$ cat src/rtl/cpu_types_pkg.sv
// -----------------------------------------------------------------------------
// cpu_types_pkg
// Shared types for the 5-stage pipeline control path.
//   REGADDR_W     : register-file index width
//   pctrl_state_t : hazard-controller FSM states (RUN, DWAIT, DRAIN, HALTED)
//   pipe_ctrl_t   : PC enable plus write-enable / flush vectors for the four
//                   pipeline registers, indexed by IFID/IDEX/EXMEM/MEMWB
//   resolve_run() : control word for the redirect / load-use / imiss / advance
//                   cases, shared by the RUN state and the DWAIT exit cycle
// -----------------------------------------------------------------------------
package cpu_types_pkg;

  localparam int REGADDR_W = 5;

  // Bit positions inside the per-register enable / flush vectors.
  localparam int IFID  = 0;
  localparam int IDEX  = 1;
  localparam int EXMEM = 2;
  localparam int MEMWB = 3;

  typedef enum logic [1:0] {
    RUN    = 2'd0,
    DWAIT  = 2'd1,
    DRAIN  = 2'd2,
    HALTED = 2'd3
  } pctrl_state_t;

  typedef struct packed {
    logic       pc_en;
    logic [3:0] w;    // register write enable
    logic [3:0] rst;  // bubble insert, only meaningful where w=1
  } pipe_ctrl_t;

  // Lower-priority cases once halt and data-memory wait are out of the way.
  function automatic pipe_ctrl_t resolve_run(input logic       redirect,
                                             input logic       lu_stall,
                                             input logic       ihit,
                                             input logic [3:0] flush_mask);
    pipe_ctrl_t c;
    c.pc_en = 1'b1;
    c.w     = 4'b1111;
    c.rst   = 4'b0000;
    if (redirect) begin
      // PC takes the target even without a valid fetch; younger stages die.
      c.rst = flush_mask;
    end else if (lu_stall) begin
      // Hold the consumer in IF/ID, bubble into ID/EX. Also covers a
      // simultaneous imiss: IF/ID simply holds, no bubble there.
      c.pc_en     = 1'b0;
      c.w[IFID]   = 1'b0;
      c.rst[IDEX] = 1'b1;
    end else if (!ihit) begin
      c.pc_en     = 1'b0;
      c.rst[IFID] = 1'b1;
    end
    return c;
  endfunction

endpackage

$ cat src/rtl/hazard_detect.sv
// -----------------------------------------------------------------------------
// hazard_detect
// Combinational load-use compare between the load in ID/EX and the sources of
// the instruction in IF/ID. Register 0 is hard-wired and never stalls.
// Ports:
//   exDRE      in  ID/EX holds a load
//   exrt       in  load destination register
//   idrs, idrt in  source registers of the IF/ID instruction
//   lu_stall   out load-use hazard present
// -----------------------------------------------------------------------------
module hazard_detect #(
  parameter int REGADDR_W = cpu_types_pkg::REGADDR_W
) (
  input  logic                 exDRE,
  input  logic [REGADDR_W-1:0] exrt,
  input  logic [REGADDR_W-1:0] idrs,
  input  logic [REGADDR_W-1:0] idrt,
  output logic                 lu_stall
);

  assign lu_stall = exDRE && (exrt != '0) && ((exrt == idrs) || (exrt == idrt));

endmodule

$ cat src/rtl/pipe_hazard_ctrl.sv
// -----------------------------------------------------------------------------
// pipe_hazard_ctrl
// Central sequencer for the 5-stage pipeline: drives PC enable and the
// write-enable / flush pair of IF/ID, ID/EX, EX/MEM and MEM/WB. Priority:
// halt drain, data-memory wait, redirect, load-use, instruction-memory wait.
// The FSM state is the only registered control state; outputs are
// combinational from state and inputs.
// Ports:
//   CLK, nRST             clock, synchronous active-low reset
//   ihit, dhit            instruction / data memory ready this cycle
//   memDRE, memDWE        EX/MEM holds a load / store
//   exDRE, exrt           ID/EX load and its destination
//   idrs, idrt            IF/ID source registers
//   redirect              taken branch / jump resolved in EX/MEM
//   memHALT               EX/MEM holds HALT
//   pcEN                  PC loads next PC
//   xxW, xxRST            per-register enable / bubble insert
//   halted                processor stopped, sticky until reset
// Build option PIPE_PERF_CNT_EN adds 32-bit stall_cnt, flush_cnt, dwait_cnt.
// -----------------------------------------------------------------------------
module pipe_hazard_ctrl #(
  parameter int REGADDR_W   = cpu_types_pkg::REGADDR_W,
  parameter int FLUSH_DEPTH = 3
) (
  input  logic                 CLK,
  input  logic                 nRST,
  input  logic                 ihit,
  input  logic                 dhit,
  input  logic                 memDRE,
  input  logic                 memDWE,
  input  logic                 exDRE,
  input  logic [REGADDR_W-1:0] exrt,
  input  logic [REGADDR_W-1:0] idrs,
  input  logic [REGADDR_W-1:0] idrt,
  input  logic                 redirect,
  input  logic                 memHALT,
  output logic                 pcEN,
  output logic                 ifidW,
  output logic                 ifidRST,
  output logic                 idexW,
  output logic                 idexRST,
  output logic                 exmemW,
  output logic                 exmemRST,
  output logic                 memwbW,
  output logic                 memwbRST,
  output logic                 halted
`ifdef PIPE_PERF_CNT_EN
  ,
  output logic [31:0]          stall_cnt,
  output logic [31:0]          flush_cnt,
  output logic [31:0]          dwait_cnt
`endif
);

  import cpu_types_pkg::*;

  // Younger registers cleared on a redirect, counted from IF/ID upward.
  localparam logic [3:0] FLUSH_MASK = 4'((1 << FLUSH_DEPTH) - 1);

  pctrl_state_t state, state_next;
  pipe_ctrl_t   ctrl;
  logic         lu_stall;
  logic         dmem_stall;
  logic         resolve_en;

  hazard_detect #(.REGADDR_W(REGADDR_W)) u_hazard_detect (
    .exDRE    (exDRE),
    .exrt     (exrt),
    .idrs     (idrs),
    .idrt     (idrt),
    .lu_stall (lu_stall)
  );

  // A memory access completing this cycle (dhit=1) is not a stall.
  assign dmem_stall = (memDRE || memDWE) && !dhit;

  // Cycles in which redirect / load-use / imiss / advance are decided.
  assign resolve_en = ((state == RUN) && !memHALT && !dmem_stall) ||
                      ((state == DWAIT) && dhit);

  // State register.
  // NOTE: sequential state uses non-blocking assignments so every flop
  // samples pre-edge values regardless of process ordering.
  always_ff @(posedge CLK) begin
    if (!nRST) state <= RUN;
    else       state <= state_next;
  end

  // Next-state logic.
  // NOTE: every combinational output gets a default first so no path
  // through the case can infer a latch.
  always_comb begin
    state_next = state;
    unique case (state)
      RUN: begin
        if (memHALT)         state_next = DRAIN;
        else if (dmem_stall) state_next = DWAIT;
      end
      DWAIT:   if (dhit) state_next = RUN;
      DRAIN:   state_next = HALTED;
      HALTED:  state_next = HALTED;
      default: state_next = RUN;
    endcase
  end

  // Output logic. Everything is forced idle while reset is held, independent
  // of the state register, so the pipeline cannot move during reset.
  always_comb begin
    ctrl = '0;
    if (nRST) begin
      unique case (state)
        RUN: begin
          if (memHALT) begin
            // Push HALT into MEM/WB; front end freezes behind it.
            ctrl.w[EXMEM] = 1'b1;
            ctrl.w[MEMWB] = 1'b1;
          end else if (resolve_en) begin
            ctrl = resolve_run(redirect, lu_stall, ihit, FLUSH_MASK);
          end
        end
        DWAIT: begin
          // EX/MEM stays frozen, so a redirect seen here is still valid
          // when dhit arrives.
          if (resolve_en) ctrl = resolve_run(redirect, lu_stall, ihit, FLUSH_MASK);
        end
        DRAIN:   ctrl.w[MEMWB] = 1'b1;
        default: ctrl = '0;
      endcase
    end
  end

  assign pcEN     = ctrl.pc_en;
  assign ifidW    = ctrl.w[IFID];
  assign ifidRST  = ctrl.rst[IFID];
  assign idexW    = ctrl.w[IDEX];
  assign idexRST  = ctrl.rst[IDEX];
  assign exmemW   = ctrl.w[EXMEM];
  assign exmemRST = ctrl.rst[EXMEM];
  assign memwbW   = ctrl.w[MEMWB];
  assign memwbRST = ctrl.rst[MEMWB];
  assign halted   = nRST && (state == HALTED);

`ifdef PIPE_PERF_CNT_EN
  logic stall_evt;
  logic flush_evt;

  assign stall_evt = resolve_en && !redirect && lu_stall;
  assign flush_evt = resolve_en && redirect;

  // Counters wrap naturally; none of the events can occur in HALTED, the
  // explicit guard keeps them frozen there regardless.
  always_ff @(posedge CLK) begin
    if (!nRST) begin
      stall_cnt <= '0;
      flush_cnt <= '0;
      dwait_cnt <= '0;
    end else if (state != HALTED) begin
      if (stall_evt)      stall_cnt <= stall_cnt + 32'd1;
      if (flush_evt)      flush_cnt <= flush_cnt + 32'd1;
      if (state == DWAIT) dwait_cnt <= dwait_cnt + 32'd1;
    end
  end
`endif

endmodule

$ cat config.mk
export PLATFORM = sky130hd
export DESIGN_NAME = pipe_hazard_ctrl
export DESIGN_NICKNAME = d
export VERILOG_FILES = /design/src/rtl/cpu_types_pkg.sv /design/src/rtl/hazard_detect.sv /design/src/rtl/pipe_hazard_ctrl.sv
export SDC_FILE = /design/constraint.sdc
export NUM_CORES = 1
export LEC_CHECK = 0
export CORE_AREA = 2 2 39 41
export CTS_CLUSTER_SIZE = 28
export DETAILED_ROUTE_END_ITERATION = 7
export DIE_AREA = 0 0 41 43
export DONT_BUFFER_PORTS = 1
export SLEW_MARGIN = 20
export SYNTH_ARGS = -nofsm -noshare
export SYNTH_HDL_FRONTEND = slang
export SYNTH_SLANG_ARGS = --single-unit
$ cat constraint.sdc
create_clock -name CLK -period 2.36 [get_ports CLK]
set_input_delay 0.118 -clock CLK [delete_from_list [all_inputs] [get_ports CLK]]
set_output_delay 0.118 -clock CLK [all_outputs]
set_load 0.02 [all_outputs]
---- After elaboration in Yosys (flattened, before gate mapping) ----
Index checks and enable logic that the tools add are counted.
Widths: inputs -> output; s select.
storage, ports and cells
  register bits ........................... 2
  bits in latches ......................... 0
  bits in writable memories ............... 0
  memory bits (read-only) ................. 0
  bits of input ports ..................... 24
  output and inout port bits .............. 10
  memories kept ........................... 0
operators by class
  add/sub/neg operators ................... 0
  $mul .................................... 0
  div/mod/pow operators ................... 0
  magnitude comparators ................... 0
  equal/unequal tests ..................... 7
  shifts and indexed selects .............. 0
  mux-type cells .......................... 22
  bitwise logic cells ..................... 0
  reduce and logical (&&, ||, !) cells .... 17
operators by type and width
  cell                number
  $mux 9              2
  $pmux 7 s2          1
  $eq 5x5->1          2
  $mux 1              10
  $mux 2              5
  $logic_and 1x1->1   7
  $mux 6              1
  $pmux 2 s3          1
  $reduce_bool 5->1   1
  $eq 2x2->1 const B  2
  $logic_not 1->1     3
  $logic_or 1x1->1    3
  $ne 3x3->1 const B  1
  $pmux 1 s3          1
  $eq 2x1->1 const B  1
  $logic_not 2->1     1
  $ne 2x2->1 const B  1
  $pmux 1 s2          1
  $reduce_and 2->1    1
  $reduce_or 2->1     1

---- Longest topological paths before layout ----
  depth in word-level cells ............... 9
  mapped depth ............................ 5

---- Modules after synthesis ----
A second synthesis with hierarchy kept.
unflattened totals
  cells, all modules ...................... 47
  area total of the unflattened synthesis .. 327.8 um^2
by module, submodules not included
  module            instances  cells each  area an instance (um^2)  seq. area each (um^2)
  pipe_hazard_ctrl  1          30          202.7                    40.0
  hazard_detect     1          17          125.1                    0.0

---- Least setup slack after synthesis ----
OpenSTA, ideal clock, no wires.
  path kind ............................... reg-to-output
  start ................................... register state[0]
  end ..................................... output port pcEN
  data arrival time ....................... 1.684 ns
  required time ........................... 2.242 ns
  setup slack ............................. 0.558 ns
  stages on the path, launching flop included .. 6
  buffers on the path ..................... 0
  cells stage by stage .................... dfxtp_1 > or3_1 > a211o_1 > inv_1 > o21ai_0 > a21oi_1
between the ends
  longest elaborated chain between the ends .. 8
  elaborated cells on any way between the ends .. 10
  those cells by class .................... 1 x eq/ne; 4 x mux; 5 x reduce/logical
ends and longest elaborated chain
  element                          RTL line                                         RTL
  start, declared                  pipe_hazard_ctrl.sv:60                           pctrl_state_t state, state_next;
  start signal, assigned           pipe_hazard_ctrl.sv:86                           else state <= state_next;
  $logic_not 2->1                  pipe_hazard_ctrl.sv:78, pipe_hazard_ctrl.sv:111
  $logic_and 1x1->1 (2 in series)  pipe_hazard_ctrl.sv:78                           assign resolve_en = ((state == RUN) && !memHALT && !dmem_stall) ||
  $logic_or 1x1->1                 pipe_hazard_ctrl.sv:78
  $mux 9                           pipe_hazard_ctrl.sv:124                          if (resolve_en) ctrl = resolve_run(redirect, lu_stall, ihit, FLUSH_MASK);
  $mux 1                           pipe_hazard_ctrl.sv:113                          if (memHALT) begin
  $pmux 1 s2 (*)                   pipe_hazard_ctrl.sv:111                          unique case (state)
  $mux 9 (*)                       pipe_hazard_ctrl.sv:110                          if (nRST) begin
  end, declared                    pipe_hazard_ctrl.sv:37                           output logic pcEN,
Mark *: on every way between the ends. The rest lies on a longest branch, timed or not.

---- Worst setup path in the final report ----
Ends and elaborated chain as after synthesis.

==> out/metrics.yaml <==
run_status:
  status: "finished clean"
timing:
  hold_viol: 0
  finalCritPeriodShare_pct: 91.4
  period_needed_ns: 2.16
  rsz0062_at_grt: "false"
  fmax_ghz: 0.464
  setup_viol: 0
  slew_viol_final: 0
  tns_ns: 0
  finalWorstSetupSlack_ns: 0.203
  hold_ws_ns: 0.0399
  skew_ns: 0.00191
synthesis:
  synth-compound-area-share_pct: 29.2
  yosys.area_share.adder_pct: 0
  synth_top_family_by_area: "compound AO/OA/AOI/OAI gates"
  yosys.cell_types.count: 22
  syn_avg_cell_area_sq_um: 7.36
  synth_area_leader_cell: "xnor2_1"
  synth-xor-area-share_pct: 27.7
  syn-num-nets: 67
  ys_warn_count: 0
  ys_seq_elements: 2
  seq_area_frac_synth_pct: 12.6
  netlist_instances: 43
  ys_top_cells_by_area: "xnor2_1 28%, dfxtp_1 13%, o21a_1 9.5%"
  netlist_area_sq_um: 317
  synthSimpleGateAreaFrac_pct: 23.3
  synth_top_area_share_pct: 27.7
  muxShareOfSynthArea_pct: 0
global_route:
  grt_overflow: 0
  antenna_found_initial: 0
  grt_pass1_wl_microns: 1050
  grt_pass1_vias: 345
  grt.total_usage_pct: 9.19
  grt_start_max_net_pins: 6
clocking:
  cts_resized: 0
  cts_root_buf: "clkbuf_4"
  cts_tree: "yes"
  post_cts_buffers: 0
  clock-sinks: 2
  clock_latency_ns: 0.22
  cts_made_buffers: 3
  cts-hold-fix-buffers: 0
  clk_path_buf_depth: 2
  htree_num_levels: 1
  path_clk_slew_ns: 0.03
routing:
  route.detailed.drc: 0
  wirelength_microns: 742
  wire_per_inst_microns: 11.8
  drtIter0Drc: 0
  vias: 326
  antenna_left: 0
  avgViaCountPerCell: 5.17
  drt_first_pass_iters: 1
placement:
  place.gp.congestion: 0.664
  numPortBuffers: 0
  pre_cts_slack_ns: 0.421
  placed_area_sq_um: 337
  dp_hpwl_microns: 677
worst_setup_path:
  cp_slowest_cell: "a21oi_1"
  cp.depth: 5
  path_cells: "or3_1 -> a211o_1 -> inv_1 -> o21ai_0 -> a21oi_1"
  setup.worst_path.start: "state[0]$_SDFFE_PN0P_"
  slowest_delay_ns: 0.40
  path_delay_family: "compound AO/OA/AOI/OAI gates"
  arrival_ns: 2.04
  crit_type: "reg -> out"
  reg2reg_depth: 2
  critPathMaxFanout: 5
  reg2reg_slack_ns: 1.56
  cp-end-kind: "primary output"
  worst_r2r_startpoint: "state[0]$_SDFFE_PN0P_"
  cp_data_required_time_ns: 2.24
  r2r-end: "state[0]$_SDFFE_PN0P_"
  path_buf_inv: 1
  start_kind: "flop"
finish:
  diodes: 0
  largest_register_ffs: 2
  layout_common_cells: "10 x xnor2_1, 4 x o21a_1, 4 x nor2_1"
  drive_above_1_share_pct: 14.9
  fin_area_sq_um: 369
  regMostFlops: "state"
  fin_util_pct: 26.7
  syn_to_final_growth_pct: 16.6
  fin_nets: 73
  layout_commonest_cell: "xnor2_1"
  largestRegisters: "state x2"
floorplanning:
  std_cell_rows: 14
  die_y_microns: 43
  die_w_microns: 41
  io-pin-count: 34
  start_util_pct: 22.9
  core_area_sq_um: 1380
  dieArea_sq_um: 1760
hold_path:
  hp-class: "in -> reg"
  hp-start: "nRST"
  min_path_cells: 1
  min_to: "state[1]$_SDFFE_PN0P_"
pwr:
  leakage_nw: 0.146
  vdd_drop_max_mv: 0.0822
  seqPwrFrac_pct: 22.6
  powerDensity_nw_per_um2: 480
  p_int_mw: 0.121
  power_frac_comb_pct: 35.1
  power.share.switching_pct: 31.5
  clockPowerShare_pct: 42.3
  switching_power_mw: 0.0557
run:
  drv_cap: 0
[power groups by stage]
stage / Clock, mW / Sequential [mW] / Combinational (mW)
2_1_floorplan: 0 / 0.0398 / 0.0559
5_1_grt: 0.0856 / 0.0407 / 0.0690
4_1_cts: 0.0805 / 0.0399 / 0.0616
3_5_place_dp: 0 / 0.0404 / 0.0615
6_report: 0.0750 / 0.0400 / 0.0621
3_3_place_gp: 0 / 0.0402 / 0.0606
[cell families after synthesis]
family | Yosys count
other | 1
flip-flops | 2
buffers and inverters | 4
AO/OA/AOI/OAI | 12
AND/OR/NAND/NOR | 14
XOR/XNOR | 10
[per-stage QoR]
stage / total power [mW] / cells
finish: 0.177 / 63
global route: 0.195 / 63
CTS: 0.182 / 62
detailed placement: 0.102 / 59
global placement: 0.101 / 59
floorplan: 0.0957 / 43
[area by class of cell]
class                      instances  area (sq um)
fill                             164          1010
timing repair buffer               2          17.5
sequential                         2          40.0
multi-input combinational         37           258
inverter                           3          11.3
tap                               16          20.0
clock buffer                       3          22.5
[cell usage after synthesis]
master,count
inv_1,3
a21oi_1,2
nand2b_1,1
nand3_1,2
conb_1,1
o21a_1,4
xnor2_1,10
nor2b_1,1
o22ai_1,1
buf_4,1
a221oi_2,1
nand2_1,2
a2bb2oi_1,1
or4_1,1
and3_1,1
or3_1,1
dfxtp_1,2
o21ai_0,1
a211o_1,1
a31o_2,1
nor2_1,4
and2_4,1
[metal layers]
| layer | track usage (%) | part of all wire, % | vias up | routed length [microns] |
|---|---|---|---|---|
| li1 | - | - | 158 | - |
| met1 | 6.96 | 30 | 135 | 223 |
| met2 | 15.0 | 46 | 33 | 340 |
| met3 | 3.66 | 24 | 0 | 178 |
| met4 | 10.0 | 0 | 0 | 0 |
| met5 | 0 | 0 | - | 0 |
[worst max path at each step]
stage	to	slack (ns)
after detailed placement	pcEN	0.42
after CTS	pcEN	0.17
after global routing	pcEN	0.07
after global placement	pcEN	0.45
final	pcEN	0.20
after floorplan	pcEN	0.56
Power figures use the tool's default switching activity.
